[src/rtl/axi4l_pkg.sv]
// Shared AXI4-Lite types: response codes and the arbiter state encoding.
package axi4l_pkg;

  typedef enum logic [1:0] {
    RESP_OKAY   = 2'b00,
    RESP_EXOKAY = 2'b01,
    RESP_SLVERR = 2'b10,
    RESP_DECERR = 2'b11
  } axi4l_resp_t;

  typedef enum logic [2:0] {
    ST_IDLE,
    ST_WR_REQ,
    ST_WR_RESP,
    ST_RD_REQ,
    ST_RD_RESP,
    ST_ERR_WR,
    ST_ERR_RD
  } axi4l_arb_state_t;

endpackage

[src/rtl/axi4l_rr_pick.sv]
// Combinational round-robin picker: first requester after ptr, wrapping, as one-hot plus index.
module axi4l_rr_pick #(
  parameter int N = 2,
  localparam int IDX_W = (N > 1) ? $clog2(N) : 1
) (
  input  logic [N-1:0]     req,
  input  logic [IDX_W-1:0] ptr,
  output logic [N-1:0]     gnt,
  output logic [IDX_W-1:0] idx
);

  always_comb begin
    int cand;
    logic found;
    logic [IDX_W-1:0] cand_idx;
    gnt = '0;
    idx = '0;
    found = 1'b0;
    cand = 0;
    cand_idx = '0;
    for (int off = 1; off <= N; off++) begin
      cand = (int'(ptr) + off) % N;
      cand_idx = IDX_W'(cand);
      if (!found && req[cand_idx]) begin
        found = 1'b1;
        gnt[cand_idx] = 1'b1;
        idx = cand_idx;
      end
    end
  end

endmodule

[src/rtl/axi4l_arbiter.sv]
// N-to-1 AXI4-Lite arbiter serving one whole transaction at a time, round-robin between masters.
// Optional address decode error path enabled by defining AXI4L_ARB_ADDR_CHECK_EN.
module axi4l_arbiter
  import axi4l_pkg::*;
#(
  parameter int NUM_MASTERS = 2,
  parameter int ADDR_WIDTH  = 32,
  parameter int DATA_WIDTH  = 32
`ifdef AXI4L_ARB_ADDR_CHECK_EN
  ,
  parameter logic [ADDR_WIDTH-1:0] SLV_BASE = '0,
  parameter logic [ADDR_WIDTH-1:0] SLV_MASK = '0
`endif
) (
  input  logic                                         aclk,
  input  logic                                         aresetn,
  input  logic [NUM_MASTERS-1:0]                       m_awvalid,
  input  logic [NUM_MASTERS-1:0][ADDR_WIDTH-1:0]       m_awaddr,
  input  logic [NUM_MASTERS-1:0][2:0]                  m_awprot,
  output logic [NUM_MASTERS-1:0]                       m_awready,
  input  logic [NUM_MASTERS-1:0]                       m_wvalid,
  input  logic [NUM_MASTERS-1:0][DATA_WIDTH-1:0]       m_wdata,
  input  logic [NUM_MASTERS-1:0][DATA_WIDTH/8-1:0]     m_wstrb,
  output logic [NUM_MASTERS-1:0]                       m_wready,
  output logic [NUM_MASTERS-1:0]                       m_bvalid,
  output axi4l_resp_t [NUM_MASTERS-1:0]                m_bresp,
  input  logic [NUM_MASTERS-1:0]                       m_bready,
  input  logic [NUM_MASTERS-1:0]                       m_arvalid,
  input  logic [NUM_MASTERS-1:0][ADDR_WIDTH-1:0]       m_araddr,
  input  logic [NUM_MASTERS-1:0][2:0]                  m_arprot,
  output logic [NUM_MASTERS-1:0]                       m_arready,
  output logic [NUM_MASTERS-1:0]                       m_rvalid,
  output logic [NUM_MASTERS-1:0][DATA_WIDTH-1:0]       m_rdata,
  output axi4l_resp_t [NUM_MASTERS-1:0]                m_rresp,
  input  logic [NUM_MASTERS-1:0]                       m_rready,
  output logic                                         s_awvalid,
  output logic [ADDR_WIDTH-1:0]                        s_awaddr,
  output logic [2:0]                                   s_awprot,
  input  logic                                         s_awready,
  output logic                                         s_wvalid,
  output logic [DATA_WIDTH-1:0]                        s_wdata,
  output logic [DATA_WIDTH/8-1:0]                      s_wstrb,
  input  logic                                         s_wready,
  input  logic                                         s_bvalid,
  input  axi4l_resp_t                                  s_bresp,
  output logic                                         s_bready,
  output logic                                         s_arvalid,
  output logic [ADDR_WIDTH-1:0]                        s_araddr,
  output logic [2:0]                                   s_arprot,
  input  logic                                         s_arready,
  input  logic                                         s_rvalid,
  input  logic [DATA_WIDTH-1:0]                        s_rdata,
  input  axi4l_resp_t                                  s_rresp,
  output logic                                         s_rready,
  output logic [NUM_MASTERS-1:0]                       grant
);

  localparam int IDX_W = (NUM_MASTERS > 1) ? $clog2(NUM_MASTERS) : 1;

  axi4l_arb_state_t state;
  logic [NUM_MASTERS-1:0] req;
  logic [NUM_MASTERS-1:0] pick_gnt;
  logic [IDX_W-1:0]       pick_idx;
  logic [IDX_W-1:0]       last_idx;
  logic [IDX_W-1:0]       gidx;
  logic                   aw_done;
  logic                   w_done;
  logic                   ar_done;

  assign req = m_awvalid | m_arvalid;

  axi4l_rr_pick #(.N(NUM_MASTERS)) u_pick (
    .req (req),
    .ptr (last_idx),
    .gnt (pick_gnt),
    .idx (pick_idx)
  );

`ifdef AXI4L_ARB_ADDR_CHECK_EN
  function automatic logic addr_hit(input logic [ADDR_WIDTH-1:0] addr);
    return (addr & SLV_MASK) == SLV_BASE;
  endfunction
`endif

  // Slave-side request channels are registered: captured at grant, held until the slave handshakes.
  always_ff @(posedge aclk or negedge aresetn) begin
    if (!aresetn) begin
      state     <= ST_IDLE;
      grant     <= '0;
      gidx      <= '0;
      last_idx  <= IDX_W'(NUM_MASTERS - 1);
      aw_done   <= 1'b0;
      w_done    <= 1'b0;
      ar_done   <= 1'b0;
      s_awvalid <= 1'b0;
      s_awaddr  <= '0;
      s_awprot  <= '0;
      s_wvalid  <= 1'b0;
      s_wdata   <= '0;
      s_wstrb   <= '0;
      s_arvalid <= 1'b0;
      s_araddr  <= '0;
      s_arprot  <= '0;
    end else begin
      case (state)
        ST_IDLE: begin
          if (|req) begin
            grant    <= pick_gnt;
            gidx     <= pick_idx;
            last_idx <= pick_idx;
            aw_done  <= 1'b0;
            w_done   <= 1'b0;
            ar_done  <= 1'b0;
            if (m_awvalid[pick_idx]) begin
`ifdef AXI4L_ARB_ADDR_CHECK_EN
              if (!addr_hit(m_awaddr[pick_idx])) state <= ST_ERR_WR;
              else
`endif
              begin
                state     <= ST_WR_REQ;
                s_awvalid <= 1'b1;
                s_awaddr  <= m_awaddr[pick_idx];
                s_awprot  <= m_awprot[pick_idx];
                s_wvalid  <= m_wvalid[pick_idx];
                s_wdata   <= m_wdata[pick_idx];
                s_wstrb   <= m_wstrb[pick_idx];
              end
            end else begin
`ifdef AXI4L_ARB_ADDR_CHECK_EN
              if (!addr_hit(m_araddr[pick_idx])) state <= ST_ERR_RD;
              else
`endif
              begin
                state     <= ST_RD_REQ;
                s_arvalid <= 1'b1;
                s_araddr  <= m_araddr[pick_idx];
                s_arprot  <= m_arprot[pick_idx];
              end
            end
          end
        end
        ST_WR_REQ: begin
          if (s_awvalid && s_awready) begin
            s_awvalid <= 1'b0;
            aw_done   <= 1'b1;
          end
          // W may arrive after AW; pick it up once the master presents it.
          if (s_wvalid && s_wready) begin
            s_wvalid <= 1'b0;
            w_done   <= 1'b1;
          end else if (!s_wvalid && !w_done && m_wvalid[gidx]) begin
            s_wvalid <= 1'b1;
            s_wdata  <= m_wdata[gidx];
            s_wstrb  <= m_wstrb[gidx];
          end
          if ((aw_done || (s_awvalid && s_awready)) && (w_done || (s_wvalid && s_wready)))
            state <= ST_WR_RESP;
        end
        ST_WR_RESP: begin
          if (s_bvalid && s_bready) begin
            state <= ST_IDLE;
            grant <= '0;
          end
        end
        ST_RD_REQ: begin
          if (s_arvalid && s_arready) begin
            s_arvalid <= 1'b0;
            state     <= ST_RD_RESP;
          end
        end
        ST_RD_RESP: begin
          if (s_rvalid && s_rready) begin
            state <= ST_IDLE;
            grant <= '0;
          end
        end
`ifdef AXI4L_ARB_ADDR_CHECK_EN
        ST_ERR_WR: begin
          if (!aw_done && m_awvalid[gidx]) aw_done <= 1'b1;
          if (!w_done && m_wvalid[gidx]) w_done <= 1'b1;
          if (aw_done && w_done && m_bready[gidx]) begin
            state <= ST_IDLE;
            grant <= '0;
          end
        end
        ST_ERR_RD: begin
          if (!ar_done && m_arvalid[gidx]) ar_done <= 1'b1;
          if (ar_done && m_rready[gidx]) begin
            state <= ST_IDLE;
            grant <= '0;
          end
        end
`endif
        default: begin
          state <= ST_IDLE;
          grant <= '0;
        end
      endcase
    end
  end

  // Master-side handshakes and responses are routed only to the granted master.
  always_comb begin
    m_awready = '0;
    m_wready  = '0;
    m_arready = '0;
    m_bvalid  = '0;
    m_rvalid  = '0;
    m_rdata   = '0;
    s_bready  = 1'b0;
    s_rready  = 1'b0;
    for (int i = 0; i < NUM_MASTERS; i++) begin
      m_bresp[i] = RESP_OKAY;
      m_rresp[i] = RESP_OKAY;
    end
    for (int i = 0; i < NUM_MASTERS; i++) begin
      if (grant[i]) begin
        case (state)
          ST_WR_REQ: begin
            m_awready[i] = s_awvalid && s_awready;
            m_wready[i]  = s_wvalid && s_wready;
          end
          ST_WR_RESP: begin
            m_bvalid[i] = s_bvalid;
            m_bresp[i]  = s_bresp;
            s_bready    = m_bready[i];
          end
          ST_RD_REQ: m_arready[i] = s_arvalid && s_arready;
          ST_RD_RESP: begin
            m_rvalid[i] = s_rvalid;
            m_rdata[i]  = s_rdata;
            m_rresp[i]  = s_rresp;
            s_rready    = m_rready[i];
          end
`ifdef AXI4L_ARB_ADDR_CHECK_EN
          ST_ERR_WR: begin
            m_awready[i] = !aw_done && m_awvalid[i];
            m_wready[i]  = !w_done && m_wvalid[i];
            m_bvalid[i]  = aw_done && w_done;
            m_bresp[i]   = RESP_DECERR;
          end
          ST_ERR_RD: begin
            m_arready[i] = !ar_done && m_arvalid[i];
            m_rvalid[i]  = ar_done;
            m_rresp[i]   = RESP_DECERR;
          end
`endif
          default: ;
        endcase
      end
    end
  end

endmodule

[config.mk]
export PLATFORM = sky130hd
export DESIGN_NAME = axi4l_arbiter
export DESIGN_NICKNAME = d
export VERILOG_FILES = /design/src/rtl/axi4l_pkg.sv /design/src/rtl/axi4l_rr_pick.sv /design/src/rtl/axi4l_arbiter.sv
export SDC_FILE = /design/constraint.sdc
export NUM_CORES = 1
export LEC_CHECK = 0
export ABC_AREA = 1
export BUFFER_PORTS_ARGS = -buffer_cell sky130_fd_sc_hd__buf_2
export CAP_MARGIN = 10
export CELL_PAD_IN_SITES_DETAIL_PLACEMENT = 1
export CELL_PAD_IN_SITES_GLOBAL_PLACEMENT = 1
export CORE_AREA = 2 2 179 181
export DETAILED_ROUTE_END_ITERATION = 12
export DIE_AREA = 0 0 181 183
export PLACE_DENSITY_LB_ADDON = 0.12
export RECOVER_POWER = 25
export SYNTH_ARGS = -nofsm -noshare
export SYNTH_HDL_FRONTEND = slang
export SYNTH_SLANG_ARGS = --single-unit
[constraint.sdc]
create_clock -name aclk -period 1.5 [get_ports aclk]
set_input_delay 0.15 -clock aclk [delete_from_list [all_inputs] [get_ports aclk]]
set_output_delay 0.15 -clock aclk [all_outputs]
set_load 0.01 [all_outputs]
==> flow_summary.ini, run 1 <==
[run_status]
status = complete, but fails checks
violations = setup timing

[hold_path]
hold_depth = 3
hold_path_class = primary input to flop
min-delay-start = m_awprot[0]

[route]
dr_wl_met3_um = 2509
met1_length_um = 15210
route.detailed.drc = 0
vias = 9605
wl_per_cell_um = 17.52
ant_nets = 0
routed_wl_um = 37190
drt_iter0_drc = 294
firstDrtPassIters = 4
viasPerCell = 4.524
met2WireLength_um = 18760
dr.max_layer_used = met5

[setup_path]
cp_top_family = buffers and inverters
crit_cells = 6
reg2reg_depth = 11
reg2reg_from = state[1]
cp_data_required_time_ps = 1350
reg2reg_to = s_araddr[14]
path_buf_inv = 4
arrival_ps = 1750
critical_path_class = flop to output pin
path_common_cell = buf_4
slowest_delay_ps = 410
cp_max_fo = 11
endpoint = m_rdata[29]
endpoint_kind = output pin
rrSetupSlack_ps = -240
crit_chain = nor3_2, inv_2, buf_4, nor3_4, buf_4, buf_2
critPathSlowestCell = dfrtp_1
startpoint = state[1]
critPathLaunchType = flop

[floorplan]
core_area_mm2 = 0.03123
io_pins = 460
start_util_pct = 24.30
die-height_um = 183
die_w_um = 181
die_area_mm2 = 0.03312
row_count = 65

[cts]
clk_pin_slew_worst_paths_ps = 70
insertion_delay_ps = 420
numCtsBuffers = 17
tritoncts = done
clock_sinks = 118
htree_num_levels = 4
cts_root_buf = clkbuf_16
cts_buffer_depth = 2

[synthesis]
syn-num-nets = 1440
synth_area_leaders = dfrtp_1 39%, nand2_1 27%, o211ai_1 7.1%
synth_cell_types = 25
postSynthAreaPerCell_um2 = 6.458
yosysMostFrequentCell = nand2_1
yosysWarnings = 0
synth_seq_cells = 118
async_reset_ff_share_pct = 100.0
synth_seq_area_share_pct = 38.93
yosys_most_used_dff = dfrtp_1
synth_edf_count = 0
syn_area_mm2 = 0.007589
syn_inst = 1175
synth_area_leader_cell = dfrtp_1
synth_common_cells = 554 x nand2_1, 127 x inv_1, 117 x dfrtp_1, 81 x nand3_1, 78 x nor3_1
synth_top_area_share_pct = 38.58

[sta]
finalMaxSlewViolations = 0
tightest_slew_ps = 1072
hold_viol = 0
clock_skew_ps = 13.44
relSlewSlack_pct = 28.56
fin_crit_sh_pct = 126.3
rsz0062_at_grt = yes
setup_slack_ps = -395.1
min_period_ps = 1895
max_freq_ghz = 0.5277
setup-violations-final = 196

[placement]
hpwl_um = 25910
placed_area_mm2 = 0.01076
gp_congestion = 0.7846
io_buffers = 459

[pwr]
cellLeakagePower_nw = 7.683
total_power_w = 0.008170
ir_worst_vdd_mv = 0.5165
p_per_area_mw_per_mm2 = 646.0

[layout]
fin_nets = 1969
fill_cells = 4054
multi_input_area_mm2 = 0.004188
fin_area_mm2 = 0.01265
drive_above_1_share_pct = 41.00
area_delta_synth_final_pct = 66.66
utilization_pct = 40.50
seqCellArea_mm2 = 0.002955

[grt]
antenna_found_initial = 9
grt_max_degree = 59
grt_pass1_vias = 10090
grtUsageTotal_pct = 22.13
grt-ovfl-total = 0
grt_pass1_wl_um = 56830

[run]
cap_violations = 0
==> metal layers <==
| metal | track usage [%] | vias up |
|---|---|---|
| li1 | - | 4751 |
| met1 | 25.75 | 4476 |
| met2 | 40.26 | 322 |
| met3 | 5.858 | 46 |
| met4 | 5.854 | 10 |
| met5 | 0 | - |
==> power breakdown <==
part | switching (W) | internal [W] | total [W] | leakage (nW)
clock network | 0.00174 | 0.00223 | 0.00397 | 0.275
logic | 0.000539 | 0.000474 | 0.00101 | 5.77
registers | 0 | 0.00318 | 0.00318 | 1.64
==> registers in the layout (all words and copies together) (netlist names) <==
name and flops:
s_wstrb 4, s_wdata 32, grant 2, w_done 1, state 3, s_awvalid 1, s_awprot 3, s_wvalid 1
s_awaddr 32, s_araddr 32, aw_done 1, s_arvalid 1, s_arprot 3, last_idx 1, gidx 1
==> worst min-delay path by stage <==
stage / to / slack [ps]
floorplan: aw_done / -150
detailed placement: s_awaddr[1] / 90
CTS: s_awaddr[28] / 0.5
global placement: s_awaddr[1] / 90
global route: s_awaddr[8] / 6
finish: s_awprot[0] / 10
==> area by class of cell <==
class / count / area share [%]
Sequential cell: 118 / 23.37
Inverter: 133 / 4.175
Timing Repair Buffer: 583 / 30.81
Tap cell: 402 / 3.977
Clock inverter: 14 / 1.009
Multi-Input combinational cell: 851 / 33.11
Antenna cell: 4 / 0.07915
Clock buffer: 18 / 3.473
==> what timing repair did <==
item / CTS / global route
gates resized for setup: 79 / 27
buffers inserted: 26 / 4
setup endpoints to repair: 194 / 199
endpoints found under the hold margin: 75 / 0
pin swaps: 25 / 14
cloned: 15 / 2
hold buffers: 18 / 0
==> layout by cell type, fill, tap and decap left out, types with 4 or more instances in the layout <==
master         synthesis  layout
buf_12                 0      22
buf_16                 0       9
buf_2                 20     458
buf_4                  1      55
buf_6                  3      12
clkbuf_16              0      19
dfrtp_1              117     116
diode_2                0       4
dlygate4sd3_1          0      18
inv_1                127     124
inv_2                  4       4
inv_6                  0       6
inv_8                  0       4
nand2_1              554     543
nand2_2                2       5
nand2_4                0       8
nand2_8                1       5
nand3_1               81      70
nand3_2                1      10
nor2_1                12       9
nor2_4                 2       5
nor3_1                78      55
nor3_2                 0      18
nor3_4                 0       5
o211ai_1              72      72
or2_2                 35      35
==> through the flow <==
stage	setup TNS (ps)	hold WS [ps]	instances	setup slack (ps)
after CTS	-42480	0.5360	2113	-406.6
after global routing	-64230	6.215	2121	-513.1
after detailed placement	-14820	88.53	2023	-152.4
after floorplan	0	-145.6	1175	9.711
after global placement	-9190	92.99	2023	-110.6
final	-42140	11.11	2123	-395.1
==> cell families (layout without fill, tap and decap cells) <==
kind of cell / Yosys count / in the layout / share of synthesized area [%]
and+or+nand+nor: 768 / 772 / 42.39
AOI/OAI and AO/OA: 79 / 79 / 7.618
DFF: 118 / 118 / 38.93
other: 0 / 4 / 0
buffers and inverters: 210 / 748 / 11.06
==> worst reg2reg max path: cells and delay by family (launching register included) <==
family,cells,cell delay (ps)
buf+inv,5,620
flops,1,410
simple gates,6,610
No activity file was read; power rests on OpenSTA's default activity.
==> run 2: changes to the inputs <==
CTS_BUF_LIST = sky130_fd_sc_hd__clkbuf_4   (was unset)
==> run 2 against run 1 <==
Effect of this change: the run still ends with setup timing left; sequential share of layout area down 1.8 points; via count up 8.8%; clock skew up 18 ps; total power down 15%; design area up 8.3%; wire length up 7.2%; non-clock buffer count up 171; clock-buffer cell count down 1; hold slack better by 42 ps; largest cell class is now non-clock buffers; highest routed layer is now met4.
==> flow_summary.ini, run 2 (same netlist as run 1, synthesis figures left out) <==
[run_status]
status = complete, but fails checks
violations = setup timing

[grt]
grt_pass1_wl_um = 60800
grt-ovfl-total = 0
grt_max_degree = 59
grtUsageTotal_pct = 23.27
grt_pass1_vias = 11240
antenna_found_initial = 3

[sta]
hold_viol = 0
tightest_slew_ps = 898.1
setup_tns_ps = -45430
finalMaxSlewViolations = 0
min_period_ps = 2017
clock_skew_ps = 31.67
rsz0062_at_grt = yes
max_freq_ghz = 0.4957
setup-violations-final = 181
whs_ps = 52.89
fin_crit_sh_pct = 134.5
setup_slack_ps = -517.4
relSlewSlack_pct = 40.13

[pwr]
seq_power_share_pct = 46.0
p_per_area_mw_per_mm2 = 505.2
cellLeakagePower_nw = 8.057
p_int_w = 0.004714
sw_frac_of_total_pct = 31.88
p_sw_w = 0.002206
ir_worst_vdd_mv = 0.3229
p_clk_share_pct = 32.9
total_power_w = 0.006920
combPwrFrac_pct = 21.2

[cts]
cts_root_buf = clkbuf_4
cts_buffer_depth = 2
clk_pin_slew_worst_paths_ps = 130
clock_sinks = 118
insertion_delay_ps = 550
htree_num_levels = 4
tritoncts = done
numCtsBuffers = 17

[floorplan]
die_area_mm2 = 0.03312
die_w_um = 181
core_area_mm2 = 0.03123
row_count = 65
io_pins = 460
die-height_um = 183
start_util_pct = 24.30

[hold_path]
hold_depth = 7
hold_path_class = primary input to flop

[layout]
fin_nets = 2139
fill_cells = 4053
area_delta_synth_final_pct = 80.51
final_common_cell = nand2_1
seqCellArea_mm2 = 0.002955
drive_above_1_share_pct = 35.72
utilization_pct = 43.86
multi_input_area_mm2 = 0.004089
mostFrequentLayoutCells = 535 x nand2_1, 458 x buf_2, 216 x dlygate4sd3_1
reg_top3 = s_araddr: 32 flops, s_awaddr: 32 flops, s_wdata: 32 flops

[setup_path]
reg2reg_depth = 9
cp_data_required_time_ps = 1350
endpoint_kind = output pin
arrival_ps = 1870
cp_max_fo = 26
critical_path_class = flop to output pin
critPathLaunchType = flop

[route]
wl_per_cell_um = 17.39
route.detailed.drc = 0
routed_wl_um = 39880
ant_nets = 0
viasPerCell = 4.557
firstDrtPassIters = 4
drt_iter0_drc = 314
vias = 10450

[placement]
io_buffers = 459
dp_slack_ps = -152.4
gp_congestion = 0.7846
hpwl_um = 25910

[run]
cap_violations = 0
## run 2: repair_timing
action	4_1_cts	5_1_grt
pin swaps	6	8
gates cloned	0	8
gates resized for setup	38	40
buffers inserted	9	2
endpoints found under the setup margin	196	200
hold endpoints to repair	227	1
hold buffers	215	1
## run 2: power groups by stage
| stage | Sequential, W | Combinational [W] | Clock (W) |
|---|---|---|---|
| finish | 0.00318 | 0.00147 | 0.00227 |
| floorplan | 0.00324 | 0.000376 | 0 |
| detailed placement | 0.00324 | 0.000968 | 0 |
| CTS | 0.00318 | 0.00142 | 0.00238 |
| global route | 0.00318 | 0.00162 | 0.00254 |
| global placement | 0.00324 | 0.000956 | 0 |
## run 2: final cells by class
class / count / share of cell area, %
Sequential cell: 118 / 21.57
Clock buffer: 17 / 0.9317
Inverter: 133 / 3.718
Tap cell: 402 / 3.672
Timing Repair Buffer: 754 / 39.22
Antenna cell: 4 / 0.07307
Clock inverter: 15 / 0.9591
Multi-Input combinational cell: 850 / 29.85
## run 2: worst max-delay path: stages, from the launching register on
cell and delay (ps):
dfrtp_1 430, nor3_2 230, inv_2 150, buf_6 200, nor3_1 160, buf_2 170
## run 2: worst paths after layout
kind                             start      endpoint  slack [ps]
max in group asynchronous      aresetn  s_araddr[24]        -340
min reg2reg                s_araddr[4]   s_araddr[4]         490
max reg2reg                   state[2]   s_wdata[16]        -140
min in group asynchronous      aresetn  s_araddr[25]         770
max                           state[1]   m_rdata[14]        -520
min                        m_wdata[50]   s_wdata[18]          50
## run 2: through the flow
stage	cell area [um^2]	instances
6_report	13700	2293
2_1_floorplan	7599	1175
5_1_grt	13700	2292
3_3_place_gp	10760	2023
4_1_cts	13390	2279
3_5_place_dp	10760	2023
## run 2: metal layers
metal	vias up	wire length, um	part of all wire, %	GRT usage [%]
li1	5072	-	-	-
met5	-	0	0	0
met2	380	19850	50	41.75
met1	4915	16060	40	26.38
met3	83	2455	6.2	5.381
met4	0	1512	3.8	10.47
